--- src/rtl/mire_wshb_writer.sv ---
// mire_wshb_writer
// Wishbone classic write master that fills a linear framebuffer with a test
// pattern (mire): a white grid every GRID pixels over eight colour bars.
// One 32-bit word per pixel at byte address 4*(y*HDISP+x). The bus is dropped
// for one cycle after every BURST writes so an arbiter can serve the reader.
//
// Optional build macro: MIRE_CONTINUOUS_EN
//   defined     : frames repeat forever; a GAP cycle follows the last pixel,
//                 and then the fill restarts at address 0.
//   not defined : one frame per start pulse; returns to IDLE after DONE.
//
// Ports
//   clk        in   Wishbone clock
//   rst_n      in   asynchronous reset, active low
//   start      in   start a frame fill (sampled in IDLE only)
//   busy       out  FSM not in IDLE
//   done       out  one-cycle pulse after the last pixel of a frame is acked
//   wb_adr     out  byte address
//   wb_dat_ms  out  write data {8'h00,R,G,B}
//   wb_sel     out  4'b1111
//   wb_we      out  1
//   wb_cyc     out  bus request
//   wb_stb     out  same as wb_cyc
//   wb_cti     out  3'b000
//   wb_bte     out  2'b00
//   wb_ack     in   slave acknowledge
//
// state   | meaning
// S_IDLE  | bus released, waiting for start
// S_WRITE | cyc/stb high, address and data held until ack
// S_GAP   | bus released for one cycle between bursts
// S_DONE  | bus released, done pulse, back to idle
module mire_wshb_writer #(
   parameter int HDISP = 800,
   parameter int VDISP = 480,
   parameter int BURST = 64,
   parameter int GRID  = 16
) (
   input  logic        clk,
   input  logic        rst_n,
   input  logic        start,
   output logic        busy,
   output logic        done,
   output logic [31:0] wb_adr,
   output logic [31:0] wb_dat_ms,
   output logic [3:0]  wb_sel,
   output logic        wb_we,
   output logic        wb_cyc,
   output logic        wb_stb,
   output logic [2:0]  wb_cti,
   output logic [1:0]  wb_bte,
   input  logic        wb_ack
);

   localparam int XW    = (HDISP > 1) ? $clog2(HDISP) : 1;
   localparam int YW    = (VDISP > 1) ? $clog2(VDISP) : 1;
   localparam int BW    = $clog2(BURST);
   localparam int BAR_W = HDISP / 8;
   localparam int CW    = (BAR_W > 1) ? $clog2(BAR_W) : 1;

   localparam logic [XW-1:0] X_LAST   = XW'(HDISP - 1);
   localparam logic [YW-1:0] Y_LAST   = YW'(VDISP - 1);
   localparam logic [BW-1:0] B_LAST   = BW'(BURST - 1);
   localparam logic [CW-1:0] BAR_LOAD = CW'(BAR_W - 1);
   localparam logic [XW-1:0] X_MASK   = XW'(GRID - 1);
   localparam logic [YW-1:0] Y_MASK   = YW'(GRID - 1);

   typedef enum logic [1:0] {S_IDLE, S_WRITE, S_GAP, S_DONE} state_t;

   state_t          state, state_nx;
   logic [XW-1:0]   x, x_nx;
   logic [YW-1:0]   y, y_nx;
   logic [3:0]      bar, bar_nx;
   logic [CW-1:0]   bar_cnt, bar_cnt_nx;
   logic [BW-1:0]   burst_cnt;
   logic [31:0]     adr;
   logic [23:0]     dat;
   logic            done_r;
   logic            acked, last_px, burst_end;

   function automatic logic [23:0] pattern(input logic [XW-1:0] px,
                                           input logic [YW-1:0] py,
                                           input logic [3:0]    pbar);
      logic [23:0] rgb;
      if (((px & X_MASK) == '0) || ((py & Y_MASK) == '0)) begin
         rgb = 24'hFFFFFF;
      end else begin
         case (pbar)
            4'd0:    rgb = 24'hFFFFFF;
            4'd1:    rgb = 24'hFFFF00;
            4'd2:    rgb = 24'h00FFFF;
            4'd3:    rgb = 24'h00FF00;
            4'd4:    rgb = 24'hFF00FF;
            4'd5:    rgb = 24'hFF0000;
            4'd6:    rgb = 24'h0000FF;
            default: rgb = 24'h000000;
         endcase
      end
      return rgb;
   endfunction

   assign acked     = (state == S_WRITE) && wb_ack;
   assign last_px   = (x == X_LAST) && (y == Y_LAST);
   assign burst_end = (burst_cnt == B_LAST);

   always_ff @(posedge clk or negedge rst_n) begin
      if (!rst_n) state <= S_IDLE;
      else        state <= state_nx;
   end

   always_comb begin
      state_nx = state;
      case (state)
         S_IDLE:  if (start) state_nx = S_WRITE;
         S_WRITE: begin
            if (wb_ack) begin
               if (last_px) begin
`ifdef MIRE_CONTINUOUS_EN
                  state_nx = S_GAP;
`else
                  state_nx = S_DONE;
`endif
               end else if (burst_end) begin
                  state_nx = S_GAP;
               end
            end
         end
         S_GAP:   state_nx = S_WRITE;
         S_DONE:  state_nx = S_IDLE;
         default: state_nx = S_IDLE;
      endcase
   end

   // Next-pixel coordinates and bar position; the bar counter counts down the
   // pixels left in the current bar so no divider is needed.
   always_comb begin
      x_nx       = x + 1'b1;
      y_nx       = y;
      bar_nx     = bar;
      bar_cnt_nx = bar_cnt - 1'b1;
      if (x == X_LAST) begin
         x_nx       = '0;
         y_nx       = (y == Y_LAST) ? '0 : y + 1'b1;
         bar_nx     = 4'd0;
         bar_cnt_nx = BAR_LOAD;
      end else if (bar_cnt == '0) begin
         bar_cnt_nx = BAR_LOAD;
         if (bar != 4'd8) bar_nx = bar + 1'b1;
      end
   end

   always_ff @(posedge clk or negedge rst_n) begin
      if (!rst_n) begin
         x         <= '0;
         y         <= '0;
         bar       <= 4'd0;
         bar_cnt   <= BAR_LOAD;
         burst_cnt <= '0;
         adr       <= '0;
         dat       <= '0;
         done_r    <= 1'b0;
      end else begin
         done_r <= acked && last_px;
         if ((state == S_IDLE) && start) begin
            x         <= '0;
            y         <= '0;
            bar       <= 4'd0;
            bar_cnt   <= BAR_LOAD;
            burst_cnt <= '0;
            adr       <= '0;
            dat       <= pattern('0, '0, 4'd0);
         end else if (acked) begin
            x         <= x_nx;
            y         <= y_nx;
            bar       <= bar_nx;
            bar_cnt   <= bar_cnt_nx;
            burst_cnt <= (burst_end || last_px) ? '0 : burst_cnt + 1'b1;
            adr       <= last_px ? 32'd0 : adr + 32'd4;
            dat       <= pattern(x_nx, y_nx, bar_nx);
         end
      end
   end

   assign busy      = (state != S_IDLE);
   assign done      = done_r;
   assign wb_cyc    = (state == S_WRITE);
   assign wb_stb    = wb_cyc;
   assign wb_adr    = adr;
   assign wb_dat_ms = {8'h00, dat};
   assign wb_sel    = 4'b1111;
   assign wb_we     = 1'b1;
   assign wb_cti    = 3'b000;
   assign wb_bte    = 2'b00;

endmodule

--- config.mk ---
export PLATFORM = sky130hd
export DESIGN_NAME = mire_wshb_writer
export DESIGN_NICKNAME = d
export VERILOG_FILES = /design/src/rtl/mire_wshb_writer.sv
export SDC_FILE = /design/constraint.sdc
export NUM_CORES = 1
export LEC_CHECK = 0
export ABC_AREA = 1
export CELL_PAD_IN_SITES_DETAIL_PLACEMENT = 1
export CELL_PAD_IN_SITES_GLOBAL_PLACEMENT = 1
export CORE_MARGIN = 2
export CORE_UTILIZATION = 25
export DETAILED_ROUTE_END_ITERATION = 7
export PLACE_DENSITY = 0.67
export SLEW_MARGIN = 20
export SYNTH_ARGS = -nofsm -noshare
export SYNTH_HDL_FRONTEND = slang
export SYNTH_SLANG_ARGS = --single-unit
--- constraint.sdc ---
create_clock -name clk -period 3.4 [get_ports clk]
set_input_delay 0.51 -clock clk [delete_from_list [all_inputs] [get_ports clk]]
set_output_delay 0.51 -clock clk [all_outputs]
set_load 0.02 [all_outputs]
# After elaboration in Yosys (flattened, before gate mapping)
# Cells that the tools add are included.
# word_totals
romBits	0
register_bits	95
output_inout_bits	78
mem_count	0
latch_bits	0
ramBits	0
# op_classes
n_eq_ne	16
add_sub_neg	6
muxes	31
bitwise	0
n_lt_le_gt_ge	0
n_reduce_logical	16
n_div	0
mul	0
shift	0
# ops
cell	n
case mux 24 bit (7 select lines)	1
2-to-1 mux 32 bit	3
2-to-1 mux 24 bit	3
2-to-1 mux 9 bit	4
adder 32 x 3 -> 32 bit (second input constant)	1
2-to-1 mux 10 bit	3
2-to-1 mux 7 bit	4
2-to-1 mux 4 bit	5
2-to-1 mux 6 bit	3
equality test 4 x 3 -> 1 bit (second input constant)	3
adder 10 x 1 -> 10 bit (second input constant)	1
equality test 10 bit (second input constant)	1
zero test 10 bit	1
adder 9 x 1 -> 9 bit (second input constant)	1
equality test 9 bit (second input constant)	1
zero test 9 bit	1
equality test 4 x 2 -> 1 bit (second input constant)	2
2-to-1 mux 2 bit	4
case mux 2 bit (4 select lines)	1
zero test 7 bit	1
subtractor 7 x 1 -> 7 bit (second input constant)	1
adder 6 x 1 -> 6 bit (second input constant)	1
equality test 6 bit (second input constant)	1
nonzero test 2 bit	3
other kinds (14)	19

# Depth between registers and ports, before layout
# logic_depth
depth_word	9
ltp_mapped	13
ltp_nobuf	13

# Least setup slack after synthesis
# Ideal clock, no wire load.
# synth_path
kind	flip-flop to flip-flop
start	register adr[3], in the netlist wb_adr[3]
end	register adr[22], in the netlist wb_adr[22]
required_ns	3.287
slack_ns	1.733
arrival_time_ns	1.554
synth_period_minus_slack_ns	1.667
stages_incl_launch_ff	11
n_path_buf	0
path_cell_list	dfrtp_1 -> ha_1 -> inv_1 -> nor3_1 -> nand3_2 -> nor2_1 -> nand4_1 -> nand2_1 -> nand2_1 -> nand2_1 -> inv_1
# synth_between
elab_chain_len	4
# synth_rtl
element	line	source
start, declared	76	logic [31:0] adr;
start signal, assigned	178	adr <= last_px ? 32'd0 : adr + 32'd4;
adder 32 x 3 -> 32 bit	178	
2-to-1 mux 32 bit	178	
2-to-1 mux 32 bit	172	end else if (acked) begin
2-to-1 mux 32 bit	164	if ((state == S_IDLE) && start) begin
# Every way passes these cells. The select of a mux whose other input is x is not followed.
# A chain may end at the register's enable or synchronous reset.

# Worst setup path after layout
# layout_path
start	register x[0]
end	register adr[14], in the netlist wb_adr[14]
# layout_between
elab_chain_len	5
# layout_rtl
element	line	source
start, declared	71	logic [XW-1:0] x, x_nx;
start signal, assigned	173	x <= x_nx;
equality test 10 bit	103	assign last_px = (x == X_LAST) && (y == Y_LAST);
logical AND 1 bit	103	
2-to-1 mux 32 bit	178	
2-to-1 mux 32 bit	172	
2-to-1 mux 32 bit	164	
# Every way passes these cells. The select of a mux whose other input is x is not followed.

==> impl_metrics.tcl <==
set metrics [dict create \
    run_status "completed" \
    num-fill-cells 2283 \
    clock-sinks 72 \
    tns_ns 0 \
    period_minus_slack_ns 2.36 \
    via_count_of_the_first_global_routing_pass 4238 \
    worst_vdd_ir_mv 0.325 \
    worst_slew_pin_slew_ns 0.984 \
    cts-buffers-inserted 9 \
    worst_reg_to_reg_path_cell_count 10 \
    skew_pair_late_insertion_delay_ns 0.35 \
    post-route-drc-count 0 \
    min-delay-path-class "input port to async pin" \
    horiz_die_dim_microns 141 \
    arrival_time_worst_endpoint_ns 2.59 \
    report.final.hold_viol_count 0 \
    path_clk_slew_ns 0.07 \
    clock_tree_skew_after_final_layout_ns 0.0122 \
    cts-root-to-sink-buffers 2 \
    ant_nets 0 \
    vert_die_dim_microns 141 \
    routabilityCongestion 0.812 \
    timing.hold.ws_ns 0.292 \
    postSynthRegisterBits 72 \
    finalNonFillerCells 920 \
    synth.yosys.seq_area_share_pct 38.4 \
    postSynthCellCount 642 \
    floorplan_core_area_sq_um 18600 \
    row_count 50 \
    remaining_global_route_overflow 0 \
    post_drt_via_cell_ratio 4.52 \
    post_synth.cell_area_avg_sq_um 7.33 \
    crit_path_end_kind "register" \
    layout-drive-gt1-share_pct 8.31 \
    final_core_utilization_pct 30.1 \
    worst_path_largest_cell_delay_ns 0.44 \
    num_vias 4159 \
    critical_path.cell_chain "ha_1 > nand3_2 > nor2_4 > nand2_4 > nand2_2 > nand2_4 > nor2_4 > inv_2 > o21ai_0 > a21oi_1" \
    estimated_wirelength_of_the_detail_placed_design_microns 9770 \
    final_net_count 693 \
    path_max_fanout 13 \
    post_cts_gate_resize_count 0 \
    mappedNetlistArea_sq_um 4710 \
    yosysWarnings 0 \
    dpl.cell_count 904 \
    fp.dieArea_sq_um 19900 \
    slew_headroom_pct 34.4 \
    grt_start_max_net_pins 73 \
    synth_cell_type_count 44 \
    worst_r2r_endpoint "wb_adr[14]$_DFFE_PN0P_" \
    grtUsageTotal_pct 14.1 \
    commonest_cells_after_routing_fill_and_taps_aside "nand2_1 (149), nor2_1 (85), inv_1 (71), dfrtp_1 (68), clkdlybuf4s50_1 (60)" \
    area.growth.synth_to_final_pct 19.0 \
    drt_iter0_drc 208 \
    tritoncts_clock_tree "built" \
    buffer_ports.inserted 61 \
    maxCapViolations 0 \
    grt_setup_unrepaired "false" \
    firstDrtPassIters 4 \
    fraction_of_registers_with_async_set_or_reset_after_synthesis_pct 100 \
    finalWirelength_microns 13400 \
    max_freq_ghz 0.423 \
    grt_pass1_wl_microns 22200 \
    postCtsHoldBufs 0 \
    ff2ff_setup_slack_ns 1.04 \
    cts_setup_buffers 0 \
    post_drt_wl_per_cell_microns 14.6 \
    worstSetupPathType "register to register" \
    initial_util_pct 25.3 \
    synth_top_flop_cell "dfrtp_1" \
    power_per_cell_area_nw_per_um2 616 \
    worst_r2r_startpoint "x[0]$_DFFE_PN0P_" \
    antenna_cells_inserted 0 \
    worstSetupStartpoint "x[0]$_DFFE_PN0P_" \
    timing_max_transition_violations_final 0 \
    final_clock_period_utilization_by_the_worst_path_pct 69.5 \
    p_leak_nw 2.65 \
    critical_path.startpoint_type "register" \
    layout.cells.most_common "nand2_1" \
    cts_htree_levels 3 \
    critical-path-slowest-cell "dfrtp_1" \
    cts_root_buffer "clkbuf_16" \
    floorplan.io_pins 82 \
    grt_antenna_before_repair 0 \
    synth_edf_count 0 \
    cp_data_required_time_ns 3.63 \
    final-setup-viol-count 0 \
]
-- layout make-up --
class                   instances  area (sq um)  area share, %
multi-input cells             459          2290           40.8
flip-flops and latches         72          1810           32.3
repair buffers                 63           623           11.1
well taps                     234           293           5.23
inverters                      76           285           5.09
clock buffers                  10           239           4.27
clock inverters                 6          67.6           1.21
-- cells by family after synthesis --
| kind of cell | share of synthesized area (%) |
|---|---|
| xor gates and xnor gates | 2.79 |
| adders and majority gates | 2.13 |
| AOI/OAI and AO/OA | 9.36 |
| DFF | 38.4 |
| other | 0.160 |
| buffers and inverters | 14.4 |
| and+or+nand+nor | 32.7 |
-- state kept, by name, indices dropped and copies added (netlist names) --
signal,count
wb_adr,30
x,10
y,9
bar_cnt,7
burst_cnt,6
bar,4
dat,3
state,2
done,1
-- critical path: cells and delay by family, from the launching register on --
kind / cells / cell delay (ns)
adders and majority gates: 1 / 0.27
buffers and inverters: 1 / 0.23
DFF: 1 / 0.44
and+or+nand+nor: 6 / 1.05
AOI/OAI and AO/OA: 2 / 0.27
-- per-layer routing --
metal,share of wire (%),GRT usage [%],up-vias,routed length [microns]
met5,0,0,-,0
met4,1.7,5.11,0,223
met3,3.3,2.11,15,437
met2,47,23.0,77,6270
met1,48,18.8,1978,6490
li1,-,-,2089,-
-- cells in the mapped netlist (all sizes together), types with 7 or more instances --
library cell  instances  area, sq um
nor3                 20          100
xor2                 14          123
nand4                11         83.8
nand2               157          629
dfrtp                68         1700
nand3                58          305
buf                  52          390
ha                    8          100
nor2                 90          365
inv                  76          285
a21oi                20          100
o21ai                27          154
o22ai                 7         43.8
-- power breakdown --
group	internal, mW	leakage, nW	switching, mW
registers	1.04	0.880	0.206
clock network	0.591	0.145	0.406
logic	0.513	1.62	0.692
total	2.15	2.65	1.30
-- per-stage QoR --
stage | area, sq um | power (mW) | worst slack [ns]
after floorplan | 4770 | 2.13 | 1.73
after global placement | 5300 | 2.46 | 0.745
after detailed placement | 5300 | 2.47 | 0.657
after CTS | 5600 | 3.50 | 1.01
after global routing | 5600 | 3.68 | 0.780
final | 5600 | 3.45 | 1.04
-- how the worst max path moves through the flow --
stage,cells past startpoint,end,slack (ns)
floorplan,10,wb_adr[22]$_DFFE_PN0P_,1.73
global placement,9,y[5]$_DFFE_PN0P_,0.74
detailed placement,8,wb_adr[14]$_DFFE_PN0P_,0.66
CTS,10,wb_adr[14]$_DFFE_PN0P_,1.01
global route,12,wb_adr[22]$_DFFE_PN0P_,0.78
finish,10,wb_adr[14]$_DFFE_PN0P_,1.04
(Power assumes the default switching activity.)
